--- config.mk ---
export PLATFORM = sky130hd
export DESIGN_NAME = eth10base_t_rx
export DESIGN_NICKNAME = d
export VERILOG_FILES = /design/src/rtl/eth10base_t_rx.sv
export SDC_FILE = /design/constraint.sdc
export NUM_CORES = 1
export LEC_CHECK = 0
export ABC_AREA = 1
export ABC_CLOCK_PERIOD_IN_PS = 4800
export CORE_MARGIN = 8
export CORE_UTILIZATION = 49
export CTS_CLUSTER_DIAMETER = 60
export DETAILED_ROUTE_END_ITERATION = 12
export PLACE_DENSITY = 0.67
export SYNTH_ARGS = -nofsm -noshare
export SYNTH_HDL_FRONTEND = slang
export SYNTH_SLANG_ARGS = --single-unit
--- constraint.sdc ---
create_clock -name clk -period 4.8 [get_ports clk]
set_input_delay 1.44 -clock clk [delete_from_list [all_inputs] [get_ports clk]]
set_output_delay 1.44 -clock clk [all_outputs]
set_load 0.05 [all_outputs]
--- src/rtl/eth10base_t_rx.sv ---
`default_nettype none
// ============================================================================
// Module   : eth10base_t_rx
// Brief    : 10BASE-T receive path - Manchester decode, SFD strip, NLP link.
// Revision : 1.0 - initial release
// ============================================================================
module eth10base_t_rx #(
   parameter int CLK_PER_BIT  = 8,
   parameter int LINK_TIMEOUT = 4000000,
   parameter int NLP_MIN      = 4,
   parameter int NLP_MAX      = 16
) (
   input  logic       clk,
   input  logic       rst,
   input  logic       rxd,
   output logic [7:0] rx_data,
   output logic       rx_valid,
   output logic       rx_dv,
   output logic       rx_eof,
   output logic       rx_dribble,
   output logic       link_ok,
   output logic       nlp_seen
);

   localparam int c_Q3  = (3 * CLK_PER_BIT) / 4;
   localparam int c_EOC = (3 * CLK_PER_BIT) / 2;
   localparam int c_BW  = $clog2(c_EOC + 1);
   localparam int c_PW  = $clog2(NLP_MAX + 2);
   localparam int c_LW  = $clog2(CLK_PER_BIT + 1);

   typedef enum logic [1:0] {
      ST_IDLE = 2'd0,
      ST_HUNT = 2'd1,
      ST_DATA = 2'd2
   } state_t;

   state_t          r_state, w_state_nx;
   logic            r_sync1, r_sync2, r_prev;
   logic [c_BW-1:0] r_bit_cnt, w_bit_cnt_nx;
   logic [c_PW-1:0] r_pw, w_pw_nx;
   logic [c_LW-1:0] r_low_cnt, w_low_cnt_nx;
   logic            r_in_pulse, w_in_pulse_nx;
   logic            r_low_wait, w_low_wait_nx;
   logic [7:0]      r_shift, w_shift_nx;
   logic [7:0]      r_data, w_data_nx;
   logic [2:0]      r_bcnt, w_bcnt_nx;
   logic            r_valid, w_valid_nx;
   logic            r_dv, w_dv_nx;
   logic            r_eof, w_eof_nx;
   logic            r_dribble, w_dribble_nx;
   logic            r_nlp, w_nlp_nx;
   logic            r_link_ok, r_have_nlp;
   logic [31:0]     r_tmr;
   logic            w_edge, w_rise, w_fall, w_mid, w_eoc;
   logic [7:0]      w_shifted;

   always_ff @(posedge clk) begin
      if (rst) begin
         r_sync1 <= 1'b0;
         r_sync2 <= 1'b0;
         r_prev  <= 1'b0;
      end else begin
         r_sync1 <= rxd;
         r_sync2 <= r_sync1;
         r_prev  <= r_sync2;
      end
   end

   assign w_edge    = r_sync2 ^ r_prev;
   assign w_rise    = w_edge & r_sync2;
   assign w_fall    = w_edge & ~r_sync2;
   assign w_mid     = w_edge && (r_bit_cnt >= c_BW'(c_Q3));
   assign w_eoc     = !w_edge && (r_bit_cnt == c_BW'(c_EOC));
   assign w_shifted = {r_sync2, r_shift[7:1]};

   always_ff @(posedge clk) begin
      if (rst) begin
         r_state    <= ST_IDLE;
         r_bit_cnt  <= '0;
         r_pw       <= '0;
         r_low_cnt  <= '0;
         r_in_pulse <= 1'b0;
         r_low_wait <= 1'b0;
         r_shift    <= 8'h00;
         r_data     <= 8'h00;
         r_bcnt     <= 3'd0;
         r_valid    <= 1'b0;
         r_dv       <= 1'b0;
         r_eof      <= 1'b0;
         r_dribble  <= 1'b0;
         r_nlp      <= 1'b0;
      end else begin
         r_state    <= w_state_nx;
         r_bit_cnt  <= w_bit_cnt_nx;
         r_pw       <= w_pw_nx;
         r_low_cnt  <= w_low_cnt_nx;
         r_in_pulse <= w_in_pulse_nx;
         r_low_wait <= w_low_wait_nx;
         r_shift    <= w_shift_nx;
         r_data     <= w_data_nx;
         r_bcnt     <= w_bcnt_nx;
         r_valid    <= w_valid_nx;
         r_dv       <= w_dv_nx;
         r_eof      <= w_eof_nx;
         r_dribble  <= w_dribble_nx;
         r_nlp      <= w_nlp_nx;
      end
   end

   always_comb begin
      w_state_nx    = r_state;
      w_bit_cnt_nx  = r_bit_cnt;
      w_pw_nx       = r_pw;
      w_low_cnt_nx  = r_low_cnt;
      w_in_pulse_nx = r_in_pulse;
      w_low_wait_nx = r_low_wait;
      w_shift_nx    = r_shift;
      w_data_nx     = r_data;
      w_bcnt_nx     = r_bcnt;
      w_valid_nx    = 1'b0;
      w_dv_nx       = r_dv;
      w_eof_nx      = 1'b0;
      w_dribble_nx  = 1'b0;
      w_nlp_nx      = 1'b0;
      if (r_bit_cnt != c_BW'(c_EOC)) begin
         w_bit_cnt_nx = r_bit_cnt + c_BW'(1);
      end

      case (r_state)
         ST_IDLE: begin
            if (r_low_wait) begin
               // An edge this soon after a pulse means Manchester carrier;
               // that edge is the first mid-bit edge of the frame.
               if (w_edge) begin
                  w_state_nx    = ST_HUNT;
                  w_low_wait_nx = 1'b0;
                  w_bit_cnt_nx  = c_BW'(1);
                  w_shift_nx    = {r_sync2, 7'd0};
               end else if (r_low_cnt == c_LW'(CLK_PER_BIT - 1)) begin
                  w_low_wait_nx = 1'b0;
                  w_nlp_nx      = 1'b1;
               end else begin
                  w_low_cnt_nx = r_low_cnt + c_LW'(1);
               end
            end else if (r_in_pulse) begin
               if (w_fall) begin
                  w_in_pulse_nx = 1'b0;
                  if ((r_pw >= c_PW'(NLP_MIN)) && (r_pw <= c_PW'(NLP_MAX))) begin
                     w_low_wait_nx = 1'b1;
                     w_low_cnt_nx  = '0;
                  end
               end else if (r_pw != c_PW'(NLP_MAX + 1)) begin
                  w_pw_nx = r_pw + c_PW'(1);
               end
            end else if (w_rise) begin
               w_in_pulse_nx = 1'b1;
               w_pw_nx       = c_PW'(1);
            end
         end

         ST_HUNT: begin
            if (w_mid) begin
               w_bit_cnt_nx = c_BW'(1);
               w_shift_nx   = w_shifted;
               if (w_shifted == 8'hD5) begin
                  w_state_nx = ST_DATA;
                  w_dv_nx    = 1'b1;
                  w_bcnt_nx  = 3'd0;
               end
            end else if (w_eoc) begin
               w_state_nx = ST_IDLE;
            end
         end

         ST_DATA: begin
            if (w_mid) begin
               w_bit_cnt_nx = c_BW'(1);
               w_shift_nx   = w_shifted;
               w_bcnt_nx    = r_bcnt + 3'd1;
               if (r_bcnt == 3'd7) begin
                  w_data_nx  = w_shifted;
                  w_valid_nx = 1'b1;
               end
            end else if (w_eoc) begin
               w_state_nx   = ST_IDLE;
               w_eof_nx     = 1'b1;
               w_dribble_nx = (r_bcnt != 3'd0);
               w_dv_nx      = 1'b0;
            end
         end

         default: begin
            w_state_nx = ST_IDLE;
            w_dv_nx    = 1'b0;
         end
      endcase
   end

   // Link integrity: a frame or a pair of timely NLPs asserts the link.
   always_ff @(posedge clk) begin
      if (rst) begin
         r_link_ok  <= 1'b0;
         r_have_nlp <= 1'b0;
         r_tmr      <= 32'd0;
      end else if (w_nlp_nx || w_eof_nx) begin
         r_tmr <= 32'd0;
         if (w_nlp_nx) begin
            r_have_nlp <= 1'b1;
         end
         if (w_eof_nx || (r_have_nlp && (r_tmr < 32'(LINK_TIMEOUT)))) begin
            r_link_ok <= 1'b1;
         end
      end else if (r_tmr >= 32'(LINK_TIMEOUT)) begin
         r_link_ok  <= 1'b0;
         r_have_nlp <= 1'b0;
      end else begin
         r_tmr <= r_tmr + 32'd1;
      end
   end

   assign rx_data    = r_data;
   assign rx_valid   = r_valid;
   assign rx_dv      = r_dv;
   assign rx_eof     = r_eof;
   assign rx_dribble = r_dribble;
   assign link_ok    = r_link_ok;
   assign nlp_seen   = r_nlp;

endmodule
`default_nettype wire
==> impl_metrics.toml, run 1 <==
[clock_tree]
cts.clk_slew.worst_paths_ns = 0.09
postCtsSetupBuffers = 0
cts-hold-fix-buffers = 0
htreeDepth = 3
clockBufferDepth = 2
cts_root_buf = "clkbuf_8"
cts.sinks = 77
numCtsBuffers = 9
cts_resized = 0
clk_latency_ns = 0.35
cts_tree = "done"

[finish]
final_common_cell = "nand2_1"
utilization_pct = 55.8
area_delta_synth_final_pct = 11.0
drive_above_1_share_pct = 5.81
diodes = 0
final_area_sq_um = 4290
final_nets = 583
layout_common_cells = "126 x nand2_1, 88 x nor2_1, 77 x dfxtp_1, 69 x inv_1, 45 x nand3_1"
fillers = 767

[sta]
max_slew_margin_pct = 57.6
tns_ns = 0
finalCritPeriodShare_pct = 62.2
setup_viol = 0
clock_skew_ns = 0.0137
tightest_slew_ns = 0.634
rsz0062_at_grt = "false"
slew_viol_final = 0
hold_violations = 0
layout_min_cycle_time_ns = 2.99
max_freq_mhz = 335

[die]
die_area_sq_um = 11000
core_sq_um = 7690
die_w_um = 105
start_util_pct = 50.3
ioPinCount = 17
rows = 32
die_h_um = 105

[setup_path]
regToRegSetupSlack_ns = 2.52
reg2reg_depth = 11
rr_startpoint = "r_sync2"
cp-start-kind = "primary input"
crit_path_end_kind = "flop"
cp.required_ns = 5.06
critPathMostFrequentCell = "inv_1"
cp_slowest_cell = "nand2_2"
crit_chain = "clkdlybuf4s50_1 > buf_4 > inv_1 > nand2_2 > inv_1 > nand2_1 > nor2_1"
crit_type = "primary input to flop"
worstReg2RegEnd = "r_tmr[19]"
path_delay_family = "buffers and inverters"
critPathArrivalTime_ns = 3.25
critPathMaxStageDelay_ns = 0.55
crit_fanout = 32
path_buf_inv = 4

[job]
cap_violations = 0

[power]
ir_drop_mv = 0.260
p_leak_nw = 1.64
powerDensity_nw_per_um2 = 295

[global_routing]
grt_first_pass_wirelength_um = 13800
grt_pass1_vias = 3235
grt_start_max_net_pins = 33
grt_usage_pct = 14.6
grt_overflow = 0
antenna_found_initial = 0

[synth]
synthTopCellsByArea = "dfxtp_1 40%, nand2_1 12%, nor2_1 8.5%, inv_1 6.7%, nand3_1 5.8%"
synth_edf_count = 0
ys_seq_elements = 77
yosysTopAreaCellShare_pct = 39.9
synth_area_sq_um = 3870
ys_types = 35
seq_area_frac_synth_pct = 39.9
syn_inst = 546
async_flop_share_pct = 0
syn_nets = 566
syn_area_per_cell_sq_um = 7.08
synth_ff_type = "dfxtp_1"
yosysWarningCount = 0
synth_top_area_cell = "dfxtp_1"

[place]
placed_area_sq_um = 4080
dp_hpwl_um = 5490
portBuffers = 16
gp_congestion = 0.834

[hold_path]
whs_path_depth = 2
whs_endpoint = "r_sync2"
min-delay-start = "r_sync1"
hp-class = "flop to flop"

[detailed_routing]
wl_um = 7510
first_pass_iters = 4
vias = 3302
wl_per_cell_um = 11.2
vias_per_cell = 4.93
initialDrtViolationCount = 146
drcViolationCount = 0
ant_nets = 0

[status]
outcome = "finished clean"
-- kinds of logic after synthesis --
family                   Yosys count  share of synthesized area (%)
adder cells (fa/ha/maj)           17                           5.50
buffers and inverters             81                           9.12
flip-flops                        77                           39.9
AO/OA/AOI/OAI                     65                           9.71
AND/OR/NAND/NOR                  288                           31.7
XOR/XNOR                          18                           4.08
-- registers in the layout, summed over array words and instances (netlist names), 2 cells and up --
register   flops
r_tmr         32
rx_data        8
r_shift        7
r_pw           5
r_bit_cnt      4
r_low_cnt      4
r_bcnt         3
r_state        2
-- metal layers --
metal  wire (um)  up-vias  share of wire, %  track usage (%)
met3         291       11               3.9             4.91
met2        3600       39                48             25.9
met1        3510     1487                47             16.1
met5           0        -                 0                0
li1            -     1765                 -                -
met4         117        0               1.6             4.49
-- tightest hold or removal path, stage by stage (launching register included) --
cell,delay [ns]
dfxtp_1,0.30
inv_1,0.04
nor2_1,0.03
-- worst max-delay path by stage --
stage                     startpoint         to  slack (ns)  cells past startpoint
after floorplan                  rst   nlp_seen        2.62                      3
after global placement           rst  r_tmr[19]        1.43                      7
after detailed placement         rst  r_tmr[19]        1.40                      7
after CTS                        rst  r_tmr[19]        1.79                      7
after global routing             rst  r_tmr[19]        1.61                      7
final                            rst  r_tmr[19]        1.81                      7
-- layout make-up --
class	instances	area, sq um	area share, %
timing repair buffer	17	168	3.91
inverter	70	268	6.24
tap	102	128	2.97
clock buffer	9	124	2.89
sequential	77	1540	35.9
multi-input combinational	388	1970	46.0
clock inverter	7	90.1	2.10
-- report_power, final --
| part | internal (mW) | switching (mW) |
|---|---|---|
| combinational | 0.0263 | 0.0552 |
| clock | 0.290 | 0.234 |
| sequential | 0.650 | 0.0117 |
| total | 0.966 | 0.301 |
-- stage by stage --
stage / power, mW / worst slack (ns) / hold slack (ns) / std cells
after CTS: 1.28 / 1.79 / 0.411 / 670
after detailed placement: 0.758 / 1.40 / 0.400 / 654
after global placement: 0.756 / 1.43 / 0.404 / 654
final: 1.27 / 1.81 / 0.406 / 670
after floorplan: 0.738 / 2.62 / 0.388 / 546
after global routing: 1.33 / 1.61 / 0.433 / 670
-- cells in the mapped netlist, types with 2 or more instances --
master and n:
a21oi_2 5, nand3_1 45, xor2_1 15, o21ai_0 10
buf_2 4, nor2_1 88, ha_1 17, nor2_2 2
nand2_1 126, dfxtp_1 77, inv_1 69, nor3_1 7
nand4_1 10, a22oi_1 6, clkbuf_1 3, xnor2_1 3
a21oi_1 38, nand2_2 3, o21a_1 2
Power figures use the tool's default switching activity.
==> run 2: changes to the inputs <==
- ABC_CLOCK_PERIOD_IN_PS: 4800 -> 3100
- clock period: 4.8 -> 3.1 ns (I/O delays scaled with it)
==> run 2 against run 1 <==
First-iteration DRC count grew 9.6%. Utilization grew 0.81 points. Die area is the same. Non-clock buffer count grew 2. Combinational power grew 61%. Sequential share of layout area shrank 0.52 points. Critical path type is now flop to output pin. Critical endpoint is now link_ok. Largest power group unchanged.
==> impl_metrics.toml, run 2 (synthesis results as in run 1) <==
[global_routing]
grt_overflow = 0
grt_usage_pct = 14.3
grt_first_pass_wirelength_um = 13400
grt_pass1_vias = 3113
grt_start_max_net_pins = 31
antenna_found_initial = 0

[detailed_routing]
drcViolationCount = 0
ant_nets = 0
wl_um = 7700
vias = 3323
initialDrtViolationCount = 160
vias_per_cell = 4.94
first_pass_iters = 5
wl_per_cell_um = 11.5

[setup_path]
crit_fanout = 2
critPathArrivalTime_ns = 1.54
cp-start-kind = "flop"
cp_slowest_cell = "clkdlybuf4s50_1"
path_delay_family = "buffers and inverters"
path_buf_inv = 1
crit_chain = "clkdlybuf4s50_1"
cp.required_ns = 2.17
critPathMaxStageDelay_ns = 0.82
crit_type = "flop to output pin"
crit_path_end_kind = "output pin"

[sta]
slew_viol_final = 0
clock_skew_ns = 0.00826
max_freq_mhz = 405
max_slew_margin_pct = 61.7
tightest_slew_ns = 0.568
finalCritPeriodShare_pct = 79.7
rsz0062_at_grt = "false"
hold_violations = 0
tns_ns = 0
layout_min_cycle_time_ns = 2.47
setup_viol = 0

[clock_tree]
cts_resized = 0
clockBufferDepth = 2
htreeDepth = 3
clk_latency_ns = 0.35
numCtsBuffers = 9
cts_tree = "done"
cts.clk_slew.worst_paths_ns = 0.08
cts.sinks = 77
postCtsSetupBuffers = 0
cts_root_buf = "clkbuf_8"
cts-hold-fix-buffers = 0

[status]
outcome = "finished clean"

[power]
ir_drop_mv = 0.253
p_leak_nw = 1.67
powerDensity_nw_per_um2 = 492

[die]
die_w_um = 105
start_util_pct = 50.3
rows = 32
die_area_sq_um = 11000
die_h_um = 105
core_sq_um = 7690
ioPinCount = 17

[hold_path]
hp-class = "flop to flop"

[place]
gp_congestion = 0.897
portBuffers = 16
dp_hpwl_um = 5540

[finish]
drive_above_1_share_pct = 5.96
layout_common_cells = "126 x nand2_1, 88 x nor2_1, 77 x dfxtp_1, 69 x inv_1, 45 x nand3_1"
utilization_pct = 56.6
final_common_cell = "nand2_1"
diodes = 0
area_delta_synth_final_pct = 12.6
final_nets = 585
largest-register = "r_tmr"
largest_reg_flops = 32

[job]
cap_violations = 0
run 2: changes by cell type in the layout (fill, tap and decap cells not counted):
cell        before  now
inv_6            1    2
clkbuf_1         0    1
clkinv_2         3    1
buf_4            1    3
clkinvlp_4       2    0
bufinv_16        2    4
run 2: layout make-up:
cell class,count,area (sq um)
Fill cell,757,3330
Timing Repair Buffer,19,183
Clock buffer,10,128
Inverter,70,268
Clock inverter,6,134
Multi-Input combinational cell,388,1970
Sequential cell,77,1540
Tap cell,102,128
run 2: report_power, final:
| part | switching [mW] | total [mW] | internal, mW |
|---|---|---|---|
| sequential | 0.0184 | 1.02 | 1.01 |
| combinational | 0.0880 | 0.131 | 0.0426 |
| clock | 0.370 | 0.988 | 0.618 |
run 2: per-layer routing:
metal | up-vias | global-route usage, % | wire length, um
met5 | - | 0 | 0
met4 | 0 | 7.65 | 186
met3 | 15 | 3.26 | 228
met2 | 51 | 24.2 | 3590
met1 | 1483 | 16.5 | 3700
li1 | 1774 | - | -
run 2: worst paths after layout:
check          start        end  slack, ns  depth (start not counted)
max          link_ok    link_ok       0.63                          1
min          r_sync1    r_sync2       0.41                          2
max reg2reg  r_sync2  r_tmr[17]       0.93                         10
min reg2reg  r_sync1    r_sync2       0.41                          2
run 2: stage by stage:
stage	total power [mW]	hold WS [ns]	std cells	setup WS [ns]	area, sq um
after floorplan	1.14	0.388	546	1.35	3870
after global placement	1.17	0.402	656	0.848	4090
after detailed placement	1.18	0.403	656	0.822	4090
after CTS	2.16	0.413	672	0.606	4350
after global routing	2.23	0.445	672	0.566	4350
final	2.14	0.414	672	0.629	4350
==> run 3: changes to the inputs <==
- ABC_CLOCK_PERIOD_IN_PS: 3100 -> 2100
- PLACE_DENSITY: 0.67 -> 0.69
- clock period: 3.1 -> 2.1 ns (I/O delays scaled with it)
==> run 3 against run 2 <==
Combinational power up 60%. Non-clock buffer count up 6. Count of clock-buffer cells in the layout down 1. Global-route usage up 1.2 points. Largest cell class unchanged. Largest power group unchanged.
==> impl_metrics.toml, run 3 (synthesis results as in run 1) <==
[status]
outcome = "finished clean"

[finish]
diodes = 0
utilization_pct = 56.7
multi_input_area_sq_um = 1980
fillers = 731
drive_above_1_share_pct = 9.55
layout_common_cells = "126 x nand2_1, 88 x nor2_1, 77 x dfxtp_1, 69 x inv_1, 45 x nand3_1"
final_nets = 591
stdcell_count = 678
largest_reg_flops = 32
largest-register = "r_tmr"
final_common_cell = "nand2_1"
final_area_sq_um = 4360
area_delta_synth_final_pct = 12.8
seqCellArea_sq_um = 1540

[sta]
rsz0062_at_grt = "false"
tns_ns = 0
max_slew_margin_pct = 68.7
layout_min_cycle_time_ns = 1.88
tightest_slew_ns = 0.465
slew_viol_final = 0
max_freq_mhz = 531
clock_skew_ns = 0.00820
finalCritPeriodShare_pct = 89.6
setup_slack_ns = 0.218
hold_violations = 0
setup_viol = 0

[clock_tree]
postCtsSetupBuffers = 0
cts_tree = "done"
numCtsBuffers = 9
clockBufferDepth = 2
cts_root_buf = "clkbuf_8"
cts.sinks = 77
cts-hold-fix-buffers = 0
htreeDepth = 3
clk_latency_ns = 0.35
cts_resized = 0
cts.clk_slew.worst_paths_ns = 0.09

[die]
die_h_um = 105
rows = 32
die_w_um = 105
ioPinCount = 17
start_util_pct = 50.3
die_area_sq_um = 11000
core_sq_um = 7690

[hold_path]
hp-class = "flop to flop"

[global_routing]
grt_pass1_vias = 3283
antenna_found_initial = 0
grt_overflow = 0
grt_first_pass_wirelength_um = 14500
grt_usage_pct = 15.5
grt_start_max_net_pins = 24

[setup_path]
crit_fanout = 10
critPathArrivalTime_ns = 2.17
crit_path_end_kind = "flop"
cp-start-kind = "flop"
crit_type = "flop to flop"
cp.required_ns = 2.39

[detailed_routing]
initialDrtViolationCount = 161
drcViolationCount = 0
ant_nets = 0
vias = 3399
wl_per_cell_um = 11.7
wl_um = 7920
first_pass_iters = 4
vias_per_cell = 5.01

[job]
cap_violations = 0

[place]
gp_congestion = 0.888
dp_hpwl_um = 5860
placed_cells = 662
portBuffers = 16
dpl_worst_slack_ns = 0.174
placed_area_sq_um = 4130

[power]
powerDensity_nw_per_um2 = 690
p_leak_nw = 1.73
ir_drop_mv = 0.424
run 3: cell count changes in the layout (fill, tap and decap cells not counted), moves of 2 or more:
cell | previous run | this run
buf_4 | 3 | 21
inv_8 | 0 | 2
buf_12 | 0 | 2
bufinv_16 | 4 | 2
clkdlybuf4s50_1 | 16 | 2
run 3: layout make-up:
| class | instances | area share (%) |
|---|---|---|
| clock inverters | 7 | 2.41 |
| well taps | 102 | 2.93 |
| flip-flops and latches | 77 | 35.3 |
| multi-input cells | 388 | 45.4 |
| repair buffers | 25 | 4.99 |
| inverters | 70 | 6.14 |
| clock buffers | 9 | 2.84 |
run 3: path summary, 6_finish.rpt:
kind	startpoint	to	slack [ns]	cells past startpoint
hold / removal	r_sync1	r_sync2	0.41	2
hold reg to reg	r_sync1	r_sync2	0.41	2
setup reg to reg	r_sync2	r_tmr[15]	0.22	10
setup / recovery	r_sync2	r_tmr[15]	0.22	10
run 3: layer usage:
| layer | routed length [um] | share of wire (%) | track usage [%] | vias to the layer above |
|---|---|---|---|---|
| li1 | - | - | - | 1781 |
| met1 | 3700 | 47 | 18.1 | 1546 |
| met2 | 3800 | 48 | 26.8 | 63 |
| met3 | 330 | 4.2 | 3.93 | 9 |
| met4 | 93 | 1.2 | 5.81 | 0 |
| met5 | 0 | 0 | 0 | - |
run 3: power breakdown:
part           internal [mW]  total [mW]  switching [mW]  leakage, nW
Clock                  0.692        1.29           0.597        0.118
Combinational         0.0745       0.210           0.135        0.990
Sequential              1.48        1.51          0.0269        0.622
Total                   2.25        3.01           0.760         1.73
run 3: worst max-delay path, stage by stage, from the launching register on:
cell	delay, ns
dfxtp_1	0.35
inv_1	0.08
ha_1	0.37
inv_1	0.12
nor2_1	0.07
inv_1	0.10
nor2_1	0.06
nor2_1	0.22
nand2_4	0.16
buf_12	0.18
a21oi_1	0.11
run 3: stage by stage:
stage	total power, mW	hold slack, ns
2_1_floorplan	1.69	0.388
3_5_place_dp	1.75	0.396
3_3_place_gp	1.75	0.399
4_1_cts	3.05	0.408
6_report	3.01	0.406
5_1_grt	3.15	0.452
